===== config.mk =====
export PLATFORM = sky130hd
export DESIGN_NAME = instr_imm_encoder
export DESIGN_NICKNAME = d
export VERILOG_FILES = /design/src/rtl/instr_imm_encoder.sv
export SDC_FILE = /design/constraint.sdc
export NUM_CORES = 1
export LEC_CHECK = 0
export BUFFER_PORTS_ARGS = -buffer_cell sky130_fd_sc_hd__buf_4
export CAP_MARGIN = 20
export CELL_PAD_IN_SITES_DETAIL_PLACEMENT = 0
export CELL_PAD_IN_SITES_GLOBAL_PLACEMENT = 1
export CORE_UTILIZATION = 42
export CTS_BUF_LIST = sky130_fd_sc_hd__clkbuf_4 sky130_fd_sc_hd__clkbuf_8 sky130_fd_sc_hd__clkbuf_16
export DETAILED_ROUTE_END_ITERATION = 12
export PLACE_DENSITY_LB_ADDON = 0.1
export SYNTH_ARGS = -nofsm -noshare
export SYNTH_HDL_FRONTEND = slang
export SYNTH_SLANG_ARGS = --single-unit
export TNS_END_PERCENT = 1

===== constraint.sdc =====
create_clock -name clk -period 3.6 [get_ports clk]
set_clock_uncertainty 0.15 [all_clocks]
set_input_delay 0.72 -clock clk [delete_from_list [all_inputs] [get_ports clk]]
set_output_delay 0.72 -clock clk [all_outputs]
set_load 0.05 [all_outputs]

===== src/rtl/instr_imm_encoder.sv =====
// RV32I instruction encoder: scatters field-level requests (opcode, regs, funct, immediate)
// into instruction words, flags unrepresentable immediates and streams words with addresses.
module instr_imm_encoder #(
  parameter logic [31:0] BASE_ADDR = 32'h0000_0000,
  parameter int          ERR_W     = 16
) (
  input  logic             clk,
  input  logic             rst_n,
  input  logic             in_valid,
  output logic             in_ready,
  input  logic [6:0]       in_opcode,
  input  logic [4:0]       in_rd,
  input  logic [4:0]       in_rs1,
  input  logic [4:0]       in_rs2,
  input  logic [2:0]       in_funct3,
  input  logic [6:0]       in_funct7,
  input  logic [31:0]      in_imm,
  input  logic             addr_clr,
  output logic             out_valid,
  input  logic             out_ready,
  output logic [31:0]      out_instr,
  output logic [31:0]      out_addr,
  output logic             out_err,
  output logic [ERR_W-1:0] err_count
);

  localparam logic [6:0] OP_R      = 7'b0110011;
  localparam logic [6:0] OP_IMM    = 7'b0010011;
  localparam logic [6:0] OP_LOAD   = 7'b0000011;
  localparam logic [6:0] OP_JALR   = 7'b1100111;
  localparam logic [6:0] OP_STORE  = 7'b0100011;
  localparam logic [6:0] OP_BRANCH = 7'b1100011;
  localparam logic [6:0] OP_LUI    = 7'b0110111;
  localparam logic [6:0] OP_AUIPC  = 7'b0010111;
  localparam logic [6:0] OP_JAL    = 7'b1101111;

  localparam logic signed [31:0] IMM12_MIN = -32'sd2048;
  localparam logic signed [31:0] IMM12_MAX = 32'sd2047;
  localparam logic signed [31:0] IMMB_MIN  = -32'sd4096;
  localparam logic signed [31:0] IMMB_MAX  = 32'sd4094;
  localparam logic signed [31:0] IMMJ_MIN  = -32'sd1048576;
  localparam logic signed [31:0] IMMJ_MAX  = 32'sd1048574;

  function automatic logic in_range(input logic signed [31:0] v,
                                    input logic signed [31:0] lo,
                                    input logic signed [31:0] hi);
    return (v >= lo) && (v <= hi);
  endfunction

  // Returns {err, instr}; on error the word is still packed from the truncated fields.
  function automatic logic [32:0] encode(input logic [6:0]  op,
                                         input logic [4:0]  rd,
                                         input logic [4:0]  rs1,
                                         input logic [4:0]  rs2,
                                         input logic [2:0]  f3,
                                         input logic [6:0]  f7,
                                         input logic [31:0] imm);
    logic [31:0]        w;
    logic               e;
    logic signed [31:0] s;
    s = signed'(imm);
    w = {f7, rs2, rs1, f3, rd, op};
    e = 1'b0;
    case (op)
      OP_R: e = 1'b0;
      OP_IMM, OP_LOAD, OP_JALR: begin
        if ((op == OP_IMM) && ((f3 == 3'b001) || (f3 == 3'b101))) begin
          w = {f7, imm[4:0], rs1, f3, rd, op};
          e = |imm[31:5];
        end else begin
          w = {imm[11:0], rs1, f3, rd, op};
          e = !in_range(s, IMM12_MIN, IMM12_MAX);
        end
      end
      OP_STORE: begin
        w = {imm[11:5], rs2, rs1, f3, imm[4:0], op};
        e = !in_range(s, IMM12_MIN, IMM12_MAX);
      end
      OP_BRANCH: begin
        w = {imm[12], imm[10:5], rs2, rs1, f3, imm[4:1], imm[11], op};
        e = imm[0] || !in_range(s, IMMB_MIN, IMMB_MAX);
      end
      OP_LUI, OP_AUIPC: begin
        w = {imm[31:12], rd, op};
        e = |imm[11:0];
      end
      OP_JAL: begin
        w = {imm[20], imm[10:1], imm[11], imm[19:12], rd, op};
        e = imm[0] || !in_range(s, IMMJ_MIN, IMMJ_MAX);
      end
      default: e = 1'b1;
    endcase
    return {e, w};
  endfunction

  function automatic logic [ERR_W-1:0] sat_inc(input logic [ERR_W-1:0] c);
    return (&c) ? c : c + 1'b1;
  endfunction

  logic              r_vld_p1;
  logic [6:0]        r_op_p1;
  logic [4:0]        r_rd_p1;
  logic [4:0]        r_rs1_p1;
  logic [4:0]        r_rs2_p1;
  logic [2:0]        r_f3_p1;
  logic [6:0]        r_f7_p1;
  logic [31:0]       r_imm_p1;
  logic              r_vld_p2;
  logic [31:0]       r_instr_p2;
  logic              r_err_p2;
  logic [31:0]       r_addr;
  logic              r_clr_pend;
  logic [ERR_W-1:0]  r_err_cnt;

  logic              w_s2_adv;
  logic              w_s1_adv;
  logic              w_out_hs;
  logic [32:0]       w_enc_p1;

  assign w_s2_adv = !r_vld_p2 || out_ready;
  assign w_s1_adv = !r_vld_p1 || w_s2_adv;
  assign w_out_hs = r_vld_p2 && out_ready;
  assign w_enc_p1 = encode(r_op_p1, r_rd_p1, r_rs1_p1, r_rs2_p1, r_f3_p1, r_f7_p1, r_imm_p1);

  assign in_ready  = w_s1_adv;
  assign out_valid = r_vld_p2;
  assign out_instr = r_instr_p2;
  assign out_err   = r_err_p2;
  assign out_addr  = r_addr;
  assign err_count = r_err_cnt;

  // Stage 1: raw request capture
  always_ff @(posedge clk or negedge rst_n) begin
    if (!rst_n) begin
      r_vld_p1 <= 1'b0;
    end else if (w_s1_adv) begin
      r_vld_p1 <= in_valid;
    end
  end

  always_ff @(posedge clk) begin
    if (in_valid && w_s1_adv) begin
      r_op_p1  <= in_opcode;
      r_rd_p1  <= in_rd;
      r_rs1_p1 <= in_rs1;
      r_rs2_p1 <= in_rs2;
      r_f3_p1  <= in_funct3;
      r_f7_p1  <= in_funct7;
      r_imm_p1 <= in_imm;
    end
  end

  // Stage 2: encoded word, error flag, address and error count
  always_ff @(posedge clk or negedge rst_n) begin
    if (!rst_n) begin
      r_vld_p2   <= 1'b0;
      r_instr_p2 <= 32'h0;
      r_err_p2   <= 1'b0;
    end else if (w_s2_adv) begin
      r_vld_p2 <= r_vld_p1;
      if (r_vld_p1) begin
        r_instr_p2 <= w_enc_p1[31:0];
        r_err_p2   <= w_enc_p1[32];
      end
    end
  end

  // A clear seen while a word is stalled is remembered so that word keeps its address.
  always_ff @(posedge clk or negedge rst_n) begin
    if (!rst_n) begin
      r_addr     <= BASE_ADDR;
      r_clr_pend <= 1'b0;
    end else if (w_out_hs) begin
      r_addr     <= (addr_clr || r_clr_pend) ? BASE_ADDR : r_addr + 32'd4;
      r_clr_pend <= 1'b0;
    end else if (addr_clr) begin
      if (r_vld_p2) begin
        r_clr_pend <= 1'b1;
      end else begin
        r_addr <= BASE_ADDR;
      end
    end
  end

  always_ff @(posedge clk or negedge rst_n) begin
    if (!rst_n) begin
      r_err_cnt <= '0;
    end else if (w_out_hs && r_err_p2) begin
      r_err_cnt <= sat_inc(r_err_cnt);
    end
  end

endmodule


==> metrics, run 1 <==
ys async rst share between 50% and 60%; Synth Cell Area between 0.006 and 0.007 mm²; Placement Rows between 40 and 50; Boundary Pins ~150; Die H 126 µm; start of the worst register-to-register path out_addr[3]$_DFFE_PN0P_; PD cells around 560 mW/mm²; first-pass GRT wire length 24900 µm; Area Growth Syn to Fin 29.7%; Leak ~3.6 nW; Unique masters post-synth 61; Tmin final 2.26 ns; Hold-fix buffers, CTS 0; finished layout cell area approximately 0.0084 mm²; final antenna diode count 0; final setup TNS 0 ns; unrepaired setup endpoints after global routing no; Starting Density roughly 44%; endpoints failing setup 0; DIE WIDTH roughly 130 µm; yosys warns 0; final net count approximately 790; dpl hpwl between 10000 and 15000 µm; post-placement cell count 880; CP startpoint out_valid$_DFFE_PN0P_; initial antenna violation count 0; Die Area 0.0159 mm²; Worst-Skew Late Latency just over 0.4 ns; status finished clean; post-synth top area share between 30% and 40%; Slew HR a little under half; max incr delay on CP 0.56 ns; Post-CTS Setup Inserts 0; GPL Wtd Cong 0.802; Least-Margin Pin Slew around 0.80 ns; Required @ worst endpoint ~2.7 ns; top post-synthesis cells by area dfrtp_1 32%, edfxtp_1 30%, nand2_1 4.8%; Cells after Synth ~570; Critical Path Sink Type primary output; residual overflow from global routing 0; Max Buffers Root-to-Sink 2; fillers 1251; Seq/Total Area, Yosys between 60% and 70%; drt drc 0; CP arrival 1.39 ns; worst hold path type in2async; Main synth FF type dfrtp_1; Cell Area, Placed 0.00774 mm²; critical path type reg2out; number of synthesized flops with an enable pin 64; max_cap viols 0; via count between 5000 and 6000; Worst Setup Start Kind flop; top cell types by occurrence after synthesis 82 x dfrtp_1, 82 x nand2_1, 64 x edfxtp_1; post-CTS sizing 0; cell taking the most area after synthesis dfrtp_1; maximum clock frequency 0.443 GHz; non-filler instance count after layout between 900 and 1000; core area 0.0148 mm²; IO Port Bufs around 150; final hold vios 0; Antenna Nets Post-Route 0; CTS tree done; Worst-path clk slew roughly 0.060 ns; #FFs+latches synth 146; clock root buffer master clkbuf_16; Initial DRC Count 350; TritonRoute pass-1 iters 5; synthesized area per cell 11.4 µm²; Reg2Reg Depth 6; Slowest cell on crit path dfrtp_1; fin. max-slew vios 0; CTS buffer count 17; proportion of layout cells with a drive suffix above 1 between 20 and 30%; Tot GR Track Use about a fifth; routed vias/inst roughly 5.5; VDD IR max approximately 480 µV; Routed WL per cell between 15 and 20 µm; Routed WL between 15000 and 20000 µm; crit path cell chain nand3b_1, buf_4; pin count of the biggest net entering global routing 83; maximum fanout along the worst path 10; clock net sink count between 100 and 150; Tcrit/Tclk final ~63%; CTS H-Tree Depth 4; vias in the first global route around 4800
## critical path, delay by kind of cell (launching register included)
| kind | cells | cell delay [ns] |
|---|---|---|
| buffers and inverters | 1 | 0.23 |
| and+or+nand+nor | 1 | 0.19 |
| DFF | 1 | 0.56 |
## where the power goes
group          internal [mW]  leakage (nW)  switching (mW)
clock                   1.13         0.299           0.677
sequential              1.90          1.67           0.128
combinational          0.272          1.62           0.579
## state kept, by name, indices dropped and copies added, names as in the netlist
name	count
r_vld_p1	1
r_rs2_p1	5
r_rd_p1	5
out_err	1
out_addr	30
r_f7_p1	7
out_instr	32
r_f3_p1	3
r_rs1_p1	5
r_imm_p1	32
r_clr_pend	1
out_valid	1
r_op_p1	7
err_count	16
## path summary, 6_finish.rpt
check,to,slack (ns)
setup / recovery,in_ready,1.34
hold / removal,out_addr[20]$_DFFE_PN0P_,0.02
setup reg to reg,out_addr[16]$_DFFE_PN0P_,1.35
hold reg to reg,out_instr[15]$_DFFE_PN0P_,0.33
max in group asynchronous,err_count[12]$_DFFE_PN0P_,2.66
min in group clk,r_imm_p1[3]$_DFFE_PP_,0.33
## area by class of cell
| class | instances | area, µm² | share of cell area, % |
|---|---|---|---|
| Sequential cell | 146 | 3970 | 47.4 |
| Multi-Input combinational cell | 391 | 2360 | 28.2 |
| Timing Repair Buffer | 155 | 1180 | 14.1 |
| Clock buffer | 20 | 454 | 5.42 |
| Tap cell | 184 | 230 | 2.75 |
| Clock inverter | 12 | 155 | 1.85 |
| Inverter | 5 | 18.8 | 0.224 |
## cells in the final DEF, fill, tap and decap left out, types with 3 or more instances in the layout
| cell type | netlist | final |
|---|---|---|
| nor3_1 | 10 | 10 |
| nor4_2 | 4 | 5 |
| nand2b_1 | 5 | 5 |
| and3_1 | 10 | 10 |
| nor4_1 | 12 | 11 |
| nor3_2 | 3 | 3 |
| xnor2_1 | 13 | 13 |
| or3_1 | 4 | 4 |
| xor2_1 | 8 | 8 |
| bufinv_16 | 0 | 3 |
| o21ai_0 | 47 | 47 |
| nand2_1 | 82 | 82 |
| nand4_1 | 19 | 19 |
| nor2_1 | 36 | 36 |
| a222oi_1 | 5 | 5 |
| a221oi_1 | 6 | 6 |
| clkinv_4 | 0 | 3 |
| dfrtp_1 | 82 | 82 |
| and2_1 | 6 | 5 |
| edfxtp_1 | 64 | 64 |
| nand3_1 | 26 | 26 |
| clkbuf_16 | 0 | 17 |
| a211oi_1 | 4 | 4 |
| mux2i_1 | 13 | 13 |
| a22o_1 | 4 | 4 |
| nor2b_1 | 4 | 4 |
| inv_1 | 5 | 5 |
| buf_4 | 4 | 154 |
| a21oi_1 | 20 | 20 |
| a31oi_1 | 9 | 9 |
## through the flow
| step | worst slack (ns) | hold slack, ns | power [mW] | utilization (%) |
|---|---|---|---|---|
| after global routing | 1.16 | 0.0154 | 4.87 | 56.8 |
| after floorplan | 0.170 | 0.274 | 2.59 | - |
| final | 1.34 | 0.0166 | 4.68 | 56.8 |
| after detailed placement | 1.21 | 0.323 | 2.92 | 52.5 |
| after global placement | 1.25 | 0.316 | 2.90 | 52.5 |
| after CTS | 1.33 | 0.309 | 4.74 | 56.6 |
## logic make-up after synthesis
logic type / Yosys count / share of synthesized area, %
multiplexers: 16 / 2.57
other: 1 / 0.0580
flip-flops: 146 / 61.5
AO/OA/AOI/OAI: 112 / 11.0
XOR/XNOR: 21 / 2.85
buffers and inverters: 29 / 2.11
AND/OR/NAND/NOR: 238 / 19.5
adder cells (fa/ha/maj): 2 / 0.387
## per-layer routing
| layer | vias to the layer above | part of all wire (%) | wire [µm] | track usage, % |
|---|---|---|---|---|
| li1 | 2411 | - | - | - |
| met1 | 2407 | 45 | 6920 | 26.8 |
| met2 | 169 | 48 | 7450 | 33.0 |
| met3 | 21 | 4.4 | 675 | 4.04 |
| met4 | 0 | 2.1 | 318 | 7.80 |
| met5 | - | 0 | 0 | 0 |
Power figures use the tool's default switching activity.
==> run 2: changes to the inputs <==
- clock period: 3.6 -> 2.2 ns (I/O delays scaled with it)
==> run 2 against run 1 <==
Wire length is 2.4% higher. Count of clock-buffer cells in the layout fell by 2. Design area increased by 2.5%. Sequential share of layout area is 1.1 points lower. Register-to-register slack worse by 1.2 ns. Clock power up 53%. Sequential power grew 63%. Flip-flop and latch count stayed put. First-iteration DRC count up 2.3%. Setup slack lost 1.2 ns. Via count up 1.6%. Die area unchanged.
==> metrics, run 2 (synthesis gave the netlist of run 1 again) <==
DIE WIDTH 126 µm (unchanged); Initial DRC Count 358 (+2.3%); Tcrit/Tclk final a little over nine tenths; CTS H-Tree Depth 4 (unchanged); Least-Margin Pin Slew 0.584 ns (-0.212 ns); Multi-input gate area 0.00240 mm² (+1.7%); TritonRoute pass-1 iters 4 (-1); clock net sink count 146 (unchanged); Global Route met2 Usage 34.2% (+1.2 points); GRT met3 Usage 3.78% (-0.25 points); maximum fanout along the worst path 10 (unchanged); dpl hpwl 11600 µm (+8.0%); Tmin final a little over 2 ns; maximum clock frequency a little under 0.5 GHz; proportion of layout cells with a drive suffix above 1 31.8% (+3.1 points); drt drc 0 (unchanged); Sw Share 31.0% (+1.5 points); max_cap viols 0 (unchanged); status finished clean; total power 7.51 mW (+60%); Place WS 0.0627 ns (-1.14 ns); logic gate share of total power 19.2% (+1.0 points); GR Util met1 27.1% (+0.28 points); Antenna Nets Post-Route 0 (unchanged); vias in the first global route 5011 (+3.5%); CP arrival 2.19 ns (+0.80 ns); via count 5087 (+1.6%); most frequent cells in the layout 173 x buf_4, 82 x nand2_1, 79 x dfrtp_1; Boundary Pins 152 (unchanged); Area Growth Syn to Fin 32.9%; Worst Setup Start Kind flop; critical path type reg2reg; Max Buffers Root-to-Sink 2 (unchanged); final antenna diode count 0 (unchanged); Leak 3.68 nW (+2.6%); worst hold path type in2reg; Routed WL 15700 µm (+2.4%); PD cells 874 mW/mm² (+56%); IO Port Bufs 149 (unchanged); Post-CTS Setup Inserts 0 (unchanged); Worst-path clk slew 0.06 ns (about the same); residual overflow from global routing 0 (unchanged); post-placement cell count 903 (+2.6%); unrepaired setup endpoints after global routing yes; Hold Crit Depth 1; Die Area 0.0159 mm² (unchanged); Die H 126 µm (unchanged); VDD IR max 529 µV (+9.2%); final net count 810 (+2.9%); initial antenna violation count 0 (unchanged); Slew HR 60.7% (+14 points); core area 0.0148 mm² (unchanged); Reg2Reg Depth 5 (-1); Required @ worst endpoint 2.33 ns (-0.40 ns); fin. max-slew vios 0 (unchanged); Worst-Skew Late Latency 0.42 ns (about the same); NetSw 2.33 mW (+68%); leading cell type in the layout, fill and taps excluded buf_4; setup ws final 0.135 ns (-1.21 ns); CTS buffer count 17 (unchanged); final hold vios 0 (unchanged); first-pass GRT wire length 25500 µm (+2.4%); non-filler instance count after layout 936 (+2.5%); Routed WL per cell 16.8 µm (about the same); clock power share 36.7% (-1.8 points); Placement Rows 44 (unchanged); routed vias/inst 5.43 (-0.92%); sequential power share 44.1% (+0.7 points); pin count of the biggest net entering global routing 43 (-48%); Pint 5.18 mW (+57%); Critical Path Sink Type flop; GPL Wtd Cong 0.842 (+4.9%); Tot GR Track Use 20.7% (+0.40 points); fillers 1264 (+1.0%); Starting Density 43.8% (unchanged); clock root buffer master clkbuf_16; CTS tree done; endpoints failing setup 0 (unchanged); Seq. cell area 0.00398 mm² (about the same); GRT Max-Usage Layer met2
[run 2: layer usage]
layer | up-vias | share of wire [%]
li1 | 2461 | -
met1 | 2455 | 45
met2 | 153 | 49
met3 | 18 | 4.2
met4 | 0 | 1.7
met5 | - | 0
[run 2: timing repair]
| action | in CTS | in global routing |
|---|---|---|
| gates resized for setup | 0 | 7 |
| endpoints found under the setup margin | 0 | 24 |
| hold endpoints to repair | 22 | 0 |
| hold buffers | 1 | 0 |
[run 2: final cells by class]
| type | count | area share [%] |
|---|---|---|
| inverters | 5 | 0.218 |
| clock buffers | 18 | 5.11 |
| flip-flops and latches | 146 | 46.3 |
| clock inverters | 14 | 1.51 |
| multi-input cells | 391 | 28.0 |
| well taps | 184 | 2.68 |
| repair buffers | 178 | 16.2 |
[run 2: critical path: stages (launching register included)]
cell	delay (ns)
edfxtp_1	0.51
nand3b_1	0.31
o32a_1	0.22
a2111oi_0	0.38
o311a_1	0.25
o221ai_1	0.11
[run 2: per-stage QoR]
stage	hold WS [ns]	cell area (µm²)	util [%]	TNS, ns
6_report	0.0475	8590	58.2	0
5_1_grt	0.0267	8590	58.2	-0.00256
4_1_cts	0.0274	8550	58.0	0
3_5_place_dp	0.230	7970	54.0	0
3_3_place_gp	0.230	7970	54.0	0
2_1_floorplan	-0.00559	6470	-	-8.09
[run 2: final timing paths]
path	startpoint	endpoint	slack, ns
worst max-delay path	r_op_p1[4]$_DFFE_PP_	out_err$_DFFE_PN0P_	0.13
max in group asynchronous	rst_n	out_addr[3]$_DFFE_PN0P_	1.03
worst min-delay path	in_imm[31]	r_imm_p1[31]$_DFFE_PP_	0.05
worst min register to register	out_instr[21]$_DFFE_PN0P_	out_instr[21]$_DFFE_PN0P_	0.33
worst max register to register	r_op_p1[4]$_DFFE_PP_	out_err$_DFFE_PN0P_	0.13
min in group asynchronous	rst_n	out_addr[20]$_DFFE_PN0P_	0.32
[run 2: power by group through the flow]
stage	combinational, mW	clock (mW)	sequential [mW]
3_3_place_gp	1.43	0	3.36
4_1_cts	1.45	2.82	3.32
5_1_grt	1.54	2.92	3.35
6_report	1.44	2.75	3.31
3_5_place_dp	1.45	0	3.36
2_1_floorplan	0.360	0	3.87
